$ cat src/rtl/multicycle_ctrl_fsm_pkg.sv
// Shared constants for the multicycle RISC-V control path: opcodes, FSM states, mux selects.
// Also holds the packed control bundle passed from the output decoder to the FSM top.
package riscv_pkg;

  localparam logic [6:0] OP_LOAD   = 7'b0000011;
  localparam logic [6:0] OP_STORE  = 7'b0100011;
  localparam logic [6:0] OP_RTYPE  = 7'b0110011;
  localparam logic [6:0] OP_ITYPE  = 7'b0010011;
  localparam logic [6:0] OP_BRANCH = 7'b1100011;
  localparam logic [6:0] OP_JAL    = 7'b1101111;

  typedef enum logic [3:0] {
    S_FETCH    = 4'd0,
    S_DECODE   = 4'd1,
    S_MEMADR   = 4'd2,
    S_MEMREAD  = 4'd3,
    S_MEMWB    = 4'd4,
    S_MEMWRITE = 4'd5,
    S_EXECR    = 4'd6,
    S_EXECI    = 4'd7,
    S_ALUWB    = 4'd8,
    S_BEQ      = 4'd9,
    S_JAL      = 4'd10
  } state_t;

  localparam logic [1:0] ALU_ADD   = 2'b00;
  localparam logic [1:0] ALU_SUB   = 2'b01;
  localparam logic [1:0] ALU_FUNCT = 2'b10;

  localparam logic [1:0] SRCA_PC    = 2'b00;
  localparam logic [1:0] SRCA_OLDPC = 2'b01;
  localparam logic [1:0] SRCA_RS1   = 2'b10;

  localparam logic [1:0] SRCB_RS2  = 2'b00;
  localparam logic [1:0] SRCB_IMM  = 2'b01;
  localparam logic [1:0] SRCB_FOUR = 2'b10;

  localparam logic [1:0] RES_ALUOUT = 2'b00;
  localparam logic [1:0] RES_RDATA  = 2'b01;
  localparam logic [1:0] RES_ALU    = 2'b10;

  typedef struct packed {
    logic       mem_req;
    logic       adr_src;
    logic       ir_write;
    logic       pc_write;
    logic       reg_write;
    logic       mem_write;
    logic       instr_done;
    logic       illegal_op;
    logic [1:0] alu_src_a;
    logic [1:0] alu_src_b;
    logic [1:0] result_src;
    logic [1:0] alu_op;
  } ctrl_t;

  function automatic logic is_supported(input logic [6:0] op);
    return (op == OP_LOAD)  || (op == OP_STORE)  || (op == OP_RTYPE) ||
           (op == OP_ITYPE) || (op == OP_BRANCH) || (op == OP_JAL);
  endfunction

endpackage

$ cat src/rtl/ctrl_out_decode.sv
// Combinational state -> select/enable table; zero latency.
// Only FETCH, MEMWRITE, BEQ and DECODE look at inputs (mem_rdy, zero, opcode).
module ctrl_out_decode
  import riscv_pkg::*;
(
  input  state_t     state,
  input  logic [6:0] opcode,
  input  logic       zero,
  input  logic       mem_rdy,
  output ctrl_t      ctrl
);

  always_comb begin
    ctrl = '0;
    case (state)
      S_FETCH: begin
        ctrl.mem_req    = 1'b1;
        ctrl.alu_src_a  = SRCA_PC;
        ctrl.alu_src_b  = SRCB_FOUR;
        ctrl.alu_op     = ALU_ADD;
        ctrl.result_src = RES_ALU;
        ctrl.ir_write   = mem_rdy;
        ctrl.pc_write   = mem_rdy;
      end
      S_DECODE: begin
        // Branch target PC+imm is precomputed here into ALUOut.
        ctrl.alu_src_a = SRCA_OLDPC;
        ctrl.alu_src_b = SRCB_IMM;
        ctrl.alu_op    = ALU_ADD;
        if (!is_supported(opcode)) begin
          ctrl.illegal_op = 1'b1;
          ctrl.instr_done = 1'b1;
        end
      end
      S_MEMADR: begin
        ctrl.alu_src_a = SRCA_RS1;
        ctrl.alu_src_b = SRCB_IMM;
        ctrl.alu_op    = ALU_ADD;
      end
      S_MEMREAD: begin
        ctrl.mem_req    = 1'b1;
        ctrl.adr_src    = 1'b1;
        ctrl.result_src = RES_ALUOUT;
      end
      S_MEMWB: begin
        ctrl.result_src = RES_RDATA;
        ctrl.reg_write  = 1'b1;
        ctrl.instr_done = 1'b1;
      end
      S_MEMWRITE: begin
        ctrl.mem_req    = 1'b1;
        ctrl.mem_write  = 1'b1;
        ctrl.adr_src    = 1'b1;
        ctrl.result_src = RES_ALUOUT;
        ctrl.instr_done = mem_rdy;
      end
      S_EXECR: begin
        ctrl.alu_src_a = SRCA_RS1;
        ctrl.alu_src_b = SRCB_RS2;
        ctrl.alu_op    = ALU_FUNCT;
      end
      S_EXECI: begin
        ctrl.alu_src_a = SRCA_RS1;
        ctrl.alu_src_b = SRCB_IMM;
        ctrl.alu_op    = ALU_FUNCT;
      end
      S_ALUWB: begin
        ctrl.result_src = RES_ALUOUT;
        ctrl.reg_write  = 1'b1;
        ctrl.instr_done = 1'b1;
      end
      S_BEQ: begin
        ctrl.alu_src_a  = SRCA_RS1;
        ctrl.alu_src_b  = SRCB_RS2;
        ctrl.alu_op     = ALU_SUB;
        ctrl.result_src = RES_ALUOUT;
        ctrl.pc_write   = zero;
        ctrl.instr_done = 1'b1;
      end
      S_JAL: begin
        ctrl.alu_src_a  = SRCA_OLDPC;
        ctrl.alu_src_b  = SRCB_FOUR;
        ctrl.alu_op     = ALU_ADD;
        ctrl.result_src = RES_ALUOUT;
        ctrl.pc_write   = 1'b1;
      end
      default: ctrl = '0;
    endcase
  end

endmodule

$ cat src/rtl/multicycle_ctrl_fsm.sv
// Main multicycle control FSM: lw 5, sw/R/I/jal 4, beq 3 cycles at zero wait.
// FETCH, MEMREAD and MEMWRITE stall on mem_ready when MEM_WAIT_EN=1.
module multicycle_ctrl_fsm
  import riscv_pkg::*;
#(
  parameter bit MEM_WAIT_EN = 1'b1
) (
  input  logic       clk,
  input  logic       rst_n,
  input  logic [6:0] opcode,
  input  logic       zero,
  input  logic       mem_ready,
  output logic       mem_req,
  output logic       adr_src,
  output logic       ir_write,
  output logic       pc_write,
  output logic       reg_write,
  output logic       mem_write,
  output logic [1:0] alu_src_a,
  output logic [1:0] alu_src_b,
  output logic [1:0] result_src,
  output logic [1:0] alu_op,
  output logic       instr_done,
  output logic       illegal_op,
  output logic [3:0] state_o
);

  state_t state;
  logic   mem_rdy;
  ctrl_t  ctrl;

  assign mem_rdy = MEM_WAIT_EN ? mem_ready : 1'b1;

  always_ff @(posedge clk or negedge rst_n) begin
    if (!rst_n) begin
      state <= S_FETCH;
    end else begin
      case (state)
        S_FETCH:    state <= mem_rdy ? S_DECODE : S_FETCH;
        S_DECODE: begin
          case (opcode)
            OP_LOAD, OP_STORE: state <= S_MEMADR;
            OP_RTYPE:          state <= S_EXECR;
            OP_ITYPE:          state <= S_EXECI;
            OP_BRANCH:         state <= S_BEQ;
            OP_JAL:            state <= S_JAL;
            default:           state <= S_FETCH;
          endcase
        end
        S_MEMADR:   state <= (opcode == OP_STORE) ? S_MEMWRITE : S_MEMREAD;
        S_MEMREAD:  state <= mem_rdy ? S_MEMWB : S_MEMREAD;
        S_MEMWRITE: state <= mem_rdy ? S_FETCH : S_MEMWRITE;
        S_EXECR:    state <= S_ALUWB;
        S_EXECI:    state <= S_ALUWB;
        S_JAL:      state <= S_ALUWB;
        default:    state <= S_FETCH;
      endcase
    end
  end

  ctrl_out_decode u_decode (
    .state   (state),
    .opcode  (opcode),
    .zero    (zero),
    .mem_rdy (mem_rdy),
    .ctrl    (ctrl)
  );

  // Reset gates the enables combinationally so an in-flight write dies with rst_n.
  assign mem_req    = ctrl.mem_req    & rst_n;
  assign ir_write   = ctrl.ir_write   & rst_n;
  assign pc_write   = ctrl.pc_write   & rst_n;
  assign reg_write  = ctrl.reg_write  & rst_n;
  assign mem_write  = ctrl.mem_write  & rst_n;
  assign instr_done = ctrl.instr_done & rst_n;
  assign illegal_op = ctrl.illegal_op & rst_n;

  assign adr_src    = ctrl.adr_src;
  assign alu_src_a  = ctrl.alu_src_a;
  assign alu_src_b  = ctrl.alu_src_b;
  assign result_src = ctrl.result_src;
  assign alu_op     = ctrl.alu_op;
  assign state_o    = state;

endmodule
$ cat config.mk
export PLATFORM = sky130hd
export DESIGN_NAME = multicycle_ctrl_fsm
export DESIGN_NICKNAME = d
export VERILOG_FILES = /design/src/rtl/multicycle_ctrl_fsm_pkg.sv /design/src/rtl/ctrl_out_decode.sv /design/src/rtl/multicycle_ctrl_fsm.sv
export SDC_FILE = /design/constraint.sdc
export NUM_CORES = 1
export LEC_CHECK = 0
export CORE_AREA = 2 2 43 45
export CTS_CLUSTER_SIZE = 25
export DETAILED_ROUTE_END_ITERATION = 16
export DIE_AREA = 0 0 45 47
export GPL_ROUTABILITY_DRIVEN = 0
export PLACE_DENSITY_LB_ADDON = 0.15
export SYNTH_ARGS = -nofsm -noshare
export SYNTH_HDL_FRONTEND = slang
export SYNTH_SLANG_ARGS = --single-unit
$ cat constraint.sdc
create_clock -name clk -period 3.3 [get_ports clk]
set_clock_uncertainty 0.2 [all_clocks]
set_input_delay 0.99 -clock clk [delete_from_list [all_inputs] [get_ports clk]]
set_output_delay 0.99 -clock clk [all_outputs]
set_load 0.005 [all_outputs]
After elaboration in Yosys (flattened, before gate mapping)

Cells that the tools add are included.
Widths: inputs -> output; s select.

Bits in registers: 4
Output and inout port bits: 20
Input port bits: 11
Logic and storage cells: 57

Bitwise operators: 7
Equal/unequal tests: 16
Reductions and logical operators: 15
Multiplexer cells: 18

Operators by type and width:

| kind               | count |
|---|---|
| $pmux 4 s5         | 2 |
| $pmux 4 s6         | 1 |
| $eq 4x3->1 const B | 4 |
| $eq 7x6->1 const B | 2 |
| $eq 7x7->1 const B | 2 |
| $eq 4x4->1 const B | 3 |
| $reduce_or 2->1    | 6 |
| $mux 3             | 3 |
| $reduce_or 3->1    | 3 |
| $eq 4x2->1 const B | 2 |
| $pmux 2 s2         | 2 |
| $and 1x1->1        | 7 |
| $eq 7x2->1 const B | 1 |
| $eq 7x5->1 const B | 1 |
| $mux 1             | 7 |
| $pmux 1 s3         | 2 |
| $logic_or 1x1->1   | 5 |
| $eq 4x1->1 const B | 1 |
| $logic_not 4->1    | 1 |
| $mux 2             | 1 |

Longest topological paths before layout

Gate-level depths: netlist of the first run.

Depth after elaboration: 9
Gate-level depth with buffers: 6
Mapped depth without buffers: 4

Cells and area by module

A second synthesis of the first run with hierarchy kept.

Cell total of the unflattened synthesis: 93
Area total of the unflattened synthesis: 683.2 um^2

By module, submodules not included:

| module              | times used | sequential area each (um^2) | area each (um^2) | cells an instance |
|---|---|---|---|---|
| multicycle_ctrl_fsm | 1          | 100.1                       | 369.1            | 46 |
| ctrl_out_decode     | 1          | 0.0                         | 314.1            | 47 |

Worst setup path after synthesis of the first run

Ideal clock, no wire load.

Path type: in2out
Start point: input mem_ready
End point: output pc_write
Stages: 5
Buffers on the path: 1
Setup slack: 163 ps
Required time: 2110 ps
Arrival time: 1947 ps
Cell sequence: clkbuf_8 > or3b_2 > a21oi_1 > a31oi_1 > nor3b_1

Longest elaborated chain between the ends: 2

Ends and longest elaborated chain:

| element     | line                      | text |
|---|---|---|
| from (decl) | multicycle_ctrl_fsm.sv:12 | `input logic mem_ready,` |
| $pmux 1 s3  | ctrl_out_decode.sv:15     | `case (state)` |
| $and 1x1->1 | multicycle_ctrl_fsm.sv:72 | `assign pc_write = ctrl.pc_write & rst_n;` |
| to (decl)   | multicycle_ctrl_fsm.sv:16 | `output logic pc_write,` |

No other way between the ends.

Worst setup path in the final report of the first run

Start point: input opcode[0]
End point: output instr_done

Longest elaborated chain between the ends: 9
Elaborated cells on any way between the ends: 14
Those cells by class: eq/ne (6); mux (2); bitwise (1); reduce/logical (5)

Ends and longest elaborated chain:

| element                                  | line                          | text |
|---|---|---|
| from (decl)                              | multicycle_ctrl_fsm.sv:10     | `input logic [6:0] opcode,` |
| $eq 7x2->1 or $eq 7x6->1 (tied branches) | multicycle_ctrl_fsm_pkg.sv:58 | `return (op == OP_LOAD) \|\| (op == OP_STORE) \|\| (op == OP_RTYPE) \|\|` |
| $logic_or 1x1->1 (3 in series)           | multicycle_ctrl_fsm_pkg.sv:58 |  |
| $logic_or 1x1->1                         | multicycle_ctrl_fsm_pkg.sv:59 | `(op == OP_ITYPE) \|\| (op == OP_BRANCH) \|\| (op == OP_JAL);` |
| $logic_or 1x1->1 *                       | multicycle_ctrl_fsm_pkg.sv:59 |  |
| $mux 2 *                                 | ctrl_out_decode.sv:30         | `if (!is_supported(opcode)) begin` |
| $pmux 1 s3 *                             | ctrl_out_decode.sv:15         |  |
| $and 1x1->1 *                            | multicycle_ctrl_fsm.sv:75     | `assign instr_done = ctrl.instr_done & rst_n;` |
| to (decl)                                | multicycle_ctrl_fsm.sv:23     | `output logic instr_done,` |

Mark *: on every way between the ends. The rest lies on a longest branch, timed or not.

==> qor.csv, run 1 <==
stage,metric,value,unit
route,vias per std cell,5.26,
setup_path,Reg2Reg Depth,4,
cts,CTS tree,yes,
logic_synthesis,syn_area_per_cell,6.90,um2
finish,multi-input combinational cell area,502,um2
placement,port bufs,30,
sta,Fin Setup TNS,0,ns
logic_synthesis,top cell type's share of synthesized area,16.1,%
global_routing,largest net degree at the start of global routing,21,
sta,Worst-Margin Slew,0.411,ns
cts,clock buffer depth,2,
route,Post-route DRC,0,
global_routing,gr usage total,18.8,%
power_and_ir_drop,Pwr per Cell Area,210,mW/mm2
setup_path,CP required,2.11,ns
setup_path,"Data arrival, critical path",2.06,ns
cts,Num CTS Buffers,3,
min_path,Worst Hold End,state_o[1],
finish,area grow syn2layout,67.5,%
sta,Final Setup Violations,0,
route,Post-DRT Antenna Nets,0,
setup_path,Critical Path Fanout Max,3,
route,drt first pass iters,4,
global_routing,vias in the first global route,679,
cts,"Clk pin slew, worst setup/hold paths",0.03,ns
cts,H-tree levels,1,
global_routing,initial antenna violation count,0,
power_and_ir_drop,leakage,0.000452,uW
finish,fin cells,149,
cts,clock latency on the worst-skew pair,0.23,ns
global_routing,met1 Usage GRT,27.0,%
global_routing,Top Usage Layer GRT,met2,
cts,hold-fix buffers at CTS,0,
global_routing,met3 global-route usage,2.69,%
die,core area,0.00165,mm2
sta,Tcrit/Tclk final,98.4,%
route,vias,784,
logic_synthesis,synth top area cells,"dfrtp_1 (16%), nor2_1 (9.1%), nand2_1 (6.7%)",
logic_synthesis,"flops & latches, synth",4,
setup_path,CP endpoint kind,primary output,
outcome,status,finished clean,
cts,Sink Count,4,
cts,Root Driver,clkbuf_4,
die,Rows,15,
die,IO Pins,31,
sta,RSZ-0062 raised after global routing,false,
finish,ant diodes,0,
setup_path,startpoint types,input pin,
power_and_ir_drop,VDD IR max,0.0976,mV
sta,Final Hold Viols,0,
logic_synthesis,Mapped Cells,90,
logic_synthesis,Yosys top cell by area,dfrtp_1,
global_routing,met2 Use GR,29.4,%
placement,HPWL Detailed,1.30,mm
logic_synthesis,sequential-to-total area share from yosys stat,16.1,%
setup_path,reg2reg setup slack,1.53,ns
sta,Final min period,3.25,ns
run,Max-cap violations,0,
logic_synthesis,ys async rst share,100,%
finish,Layout fillers,162,
route,drt initial violations,8,
route,Routed WL,1.85,mm
placement,dpl cells,141,
logic_synthesis,"count leader, synth",nor2_1,
die,die height,47,um
logic_synthesis,Yosys warning count,0,
logic_synthesis,top_reg_cell synth,dfrtp_1,
finish,final net count,145,
min_path,worst min-delay path startpoint,state_o[2],
logic_synthesis,synth cell count leaders,"nor2_1 (15), nand2_1 (11), a21oi_1 (6)",
die,Die Wd,45,um
finish,share of post-route cells with drive strength above 1,30.3,%
setup_path,end of the worst register-to-register path,state_o[0],
setup_path,worst flop-to-flop path startpoint,state_o[3],
finish,max FFs per register,4,
die,Initial Utilization,37.6,%
global_routing,GR Overflow Total,0,
min_path,min-delay worst type,reg2reg,
die,die area,0.00212,mm2
logic_synthesis,Synth Cell Area,621,um2
sta,FMAX,308,MHz
power_and_ir_drop,PnR Total Power,219,uW
min_path,Hold Path Depth,3,
route,Wirelength per Cell,12.4,um
global_routing,first-pass GRT wire length,2.97,mm
finish,Reg area,100,um2
sta,Max Slew Vio Count,0,
logic_synthesis,syn nets,101,
logic_synthesis,"EDFF count, synth",0,
sta,Rel. slew slack,72.2,%
logic_synthesis,unique cell type count in the Yosys netlist,37,
setup_path,worst setup path class,in2out,
-- placed cells by master (no fill, tap or decap), types with 4 or more instances in the layout --
| cell type | count |
|---|---|
| dfrtp_1 | 4 |
| clkdlybuf4s50_1 | 16 |
| nor2_1 | 15 |
| dlygate4sd2_1 | 4 |
| a21oi_1 | 5 |
| clkbuf_2 | 6 |
| nand2_1 | 9 |
| inv_1 | 4 |
| buf_4 | 15 |
-- cell families (layout without fill, tap and decap cells) --
kind of cell / after synthesis / count (layout) / synth area share, %
compound gates: 20 / 20 / 20.6
xor+xnor: 2 / 2 / 2.82
buf+inv: 11 / 53 / 12.5
flops: 4 / 4 / 16.1
mux: 2 / 2 / 3.23
simple gates: 51 / 51 / 44.8
-- worst max path at each step --
stage,cells past startpoint,endpoint,slack [ns],start
2_1_floorplan,5,pc_write,0.16,mem_ready
3_3_place_gp,6,pc_write,-0.73,mem_ready
3_5_place_dp,6,pc_write,-0.71,mem_ready
4_1_cts,6,pc_write,0.006,mem_ready
5_1_grt,6,instr_done,0.003,opcode[0]
6_report,6,instr_done,0.05,opcode[0]
-- report_power, final --
part | switching [uW] | internal [uW] | leakage (uW)
Combinational | 49.2 | 58.9 | 0.000384
Clock | 17.6 | 40.5 | 0.0000138
Sequential | 1.24 | 51.1 | 0.0000543
-- cell type report --
cell class                      count  share of cell area, %
Tap cell                           17                   2.05
Inverter                            4                   1.44
Clock buffer                        3                   2.17
Timing Repair Buffer               46                   36.5
Sequential cell                     4                   9.63
Multi-Input combinational cell     75                   48.3
-- worst max-delay path, cell delays in order --
cell,delay [ns]
dlygate4sd2_1,0.20
nand2_2,0.09
a2111oi_4,0.33
nor4b_2,0.09
a31o_2,0.22
buf_2,0.12
-- layer usage --
metal	wire length [um]	share of wire [%]
met4	0	0
met3	86	4.6
met1	867	47
met2	896	48
met5	0	0
-- timing repair --
action | 4_1_cts | 5_1_grt
resized for setup | 35 | 12
setup endpoints to repair | 7 | 3
pin swaps | 4 | 6
endpoints found under the hold margin | 0 | 0
buffers inserted | 3 | 2
-- per-stage QoR --
step | setup WS (ns) | utilization (%) | hold slack [ns] | instance area [um2]
6_report | 0.0532 | 63.0 | 0.395 | 1040
5_1_grt | 0.00325 | 63.0 | 0.415 | 1040
4_1_cts | 0.00595 | 63.3 | 0.378 | 1050
3_5_place_dp | -0.709 | 58.3 | 0.373 | 962
3_3_place_gp | -0.726 | 58.3 | 0.359 | 962
2_1_floorplan | 0.163 | - | 0.422 | 621
Note: power is estimated with default switching activity, not from simulation.
==> inputs of run 2 (changes only) <==
CORE_AREA = 2 2 46 48   (was 2 2 43 45)
DIE_AREA = 0 0 48 50   (was 0 0 45 47)
clock period = 2.7 ns   (was 3.3 ns; I/O delays follow)
==> run 2 against run 1 <==
  * Setup slack got worse by 0.15 ns
  * Critical path type unchanged
  * Sequential power rose by 22%
  * Die area rose by 13%
  * The run now ends with setup timing left
  * Cell area rose by 19%
  * Highest routed layer is now met4
==> qor.csv, run 2 (synthesized netlist as in run 1, its figures left out) <==
stage,metric,value,unit
outcome,status,finished with violations,
outcome,failing checks,setup timing,
finish,ant diodes,0,
cts,Sink Count,4,
route,Post-route DRC,0,
global_routing,first-pass GRT wire length,3.57,mm
sta,Final Setup Violations,3,
setup_path,startpoint types,input pin,
power_and_ir_drop,Internal,202,uW
setup_path,CP startpoint,opcode[4],
finish,"commonest non-fill, non-tap cell in the layout",buf_4,
cts,clock buffer depth,2,
setup_path,"Data arrival, critical path",1.79,ns
route,Post-DRT Antenna Nets,0,
sta,Max Slew Vio Count,0,
route,vias,851,
run,Max-cap violations,0,
cts,H-tree levels,1,
power_and_ir_drop,switching power,91.6,uW
power_and_ir_drop,Pwr per Cell Area,237,mW/mm2
global_routing,initial antenna violation count,0,
setup_path,"Critical Path, Cell by Cell","buf_6, nand2b_4, a2111oi_4, nor4b_2, a31o_2, buf_2",
cts,Num CTS Buffers,3,
die,Die Wd,48,um
sta,Min Hold Slack,0.464,ns
die,core area,0.00190,mm2
min_path,min-delay worst type,reg2reg,
sta,FMAX,357,MHz
route,drt first pass iters,4,
global_routing,vias in the first global route,842,
setup_path,CP required,1.69,ns
sta,Tcrit/Tclk final,104,%
sta,Rel. slew slack,77.4,%
setup_path,cell family with most CP delay,compound AO/OA/AOI/OAI gates,
power_and_ir_drop,Logic pwr share,53.9,%
global_routing,largest net degree at the start of global routing,18,
sta,Final min period,2.80,ns
die,die area,0.00240,mm2
die,die height,50,um
global_routing,gr usage total,20.3,%
route,Routed WL,2.17,mm
die,Rows,16,
setup_path,Critical Path Fanout Max,3,
finish,Layout fillers,170,
die,IO Pins,31,
setup_path,delay of the slowest critical-path stage,0.30,ns
route,drt initial violations,26,
placement,pre-CTS setup slack,-0.949,ns
sta,Final Hold Viols,0,
setup_path,CP bufs+invs,2,
power_and_ir_drop,Switching Share,31.2,%
sta,Worst Slack Setup Final,-0.0996,ns
sta,Worst-Margin Slew,0.334,ns
setup_path,CP max-delay cell,a2111oi_4,
global_routing,GR Overflow Total,0,
sta,RSZ-0062 raised after global routing,true,
cts,CTS tree,yes,
finish,area grow syn2layout,99.0,%
finish,share of post-route cells with drive strength above 1,42.5,%
power_and_ir_drop,PnR Total Power,293,uW
placement,HPWL Detailed,1.47,mm
power_and_ir_drop,clock network fraction of total power,24.3,%
finish,final net count,159,
setup_path,worst flop-to-flop path startpoint,state_o[1],
cts,Root Driver,clkbuf_4,
power_and_ir_drop,Reg power frac,21.8,%
finish,max FFs per register,4,
sta,Fin Setup TNS,-0.151,ns
setup_path,CP endpoint kind,primary output,
setup_path,worst setup path class,in2out,
cts,"Clk pin slew, worst setup/hold paths",0.04,ns
die,Initial Utilization,32.6,%
min_path,worst min-delay path startpoint,state_o[3],
power_and_ir_drop,leakage,0.000593,uW
power_and_ir_drop,VDD IR max,0.146,mV
finish,Util after Layout,64.9,%
cts,hold-fix buffers at CTS,0,
route,vias per std cell,4.92,
cts,clock latency on the worst-skew pair,0.23,ns
route,Wirelength per Cell,12.5,um
placement,port bufs,30,
finish,"commonest non-fill, non-tap cells in the layout","buf_4 (23), nor2_1 (14), buf_6 (12)",
-- run 2: final timing paths --
kind                       cells past startpoint  slack, ns    endpoint
max                                            6       -0.1  instr_done
min                                            2       0.46  state_o[0]
max reg2reg                                    5       0.87  state_o[0]
min reg2reg                                    2       0.46  state_o[0]
max in group asynchronous                      3       1.65  state_o[1]
min in group asynchronous                      3       0.53  state_o[2]
-- run 2: what timing repair did --
item,CTS,global route
pin swaps,7,5
gates cloned,0,0
resized for setup,71,13
setup endpoints to repair,13,10
buffers inserted,10,4
-- run 2: routing by layer --
metal / track usage [%] / routed length [um]
met4: 8.11 / 29
met1: 25.5 / 875
met2: 33.3 / 1170
met5: 0 / 0
met3: 2.93 / 92
-- run 2: final cells by class --
class / instances / area (um2) / area share [%]
Multi-Input combinational cell: 75 / 532 / 43.1
Sequential cell: 4 / 101 / 8.21
Inverter: 4 / 15.0 / 1.22
Timing Repair Buffer: 60 / 531 / 43.0
Clock buffer: 3 / 22.5 / 1.82
Tap cell: 27 / 33.8 / 2.74
-- run 2: tightest hold or removal path, cell delays in order, from the launching register on --
cell and delay (ns):
dfrtp_1 0.42, buf_4 0.15, o22ai_1 0.06
-- run 2: per-stage QoR --
stage	instance area (um2)	std cells
2_1_floorplan	627	90
3_3_place_gp	1040	159
3_5_place_dp	1040	159
4_1_cts	1190	172
5_1_grt	1230	173
6_report	1230	173
-- run 2: power by group through the flow --
stage	logic (uW)	registers (uW)	clock network, uW
after global placement	137	64.6	0
after global routing	171	64.2	85.9
after CTS	155	64.0	72.2
after floorplan	63.2	65.3	0
after detailed placement	138	64.8	0
final	158	64.1	71.2
==> inputs of run 3 (changes only) <==
CTS_CLUSTER_DIAMETER = 30   (was default)
==> results of run 3 <==
Same layout as run 2: the final DEF is identical, and so are final timing and power.
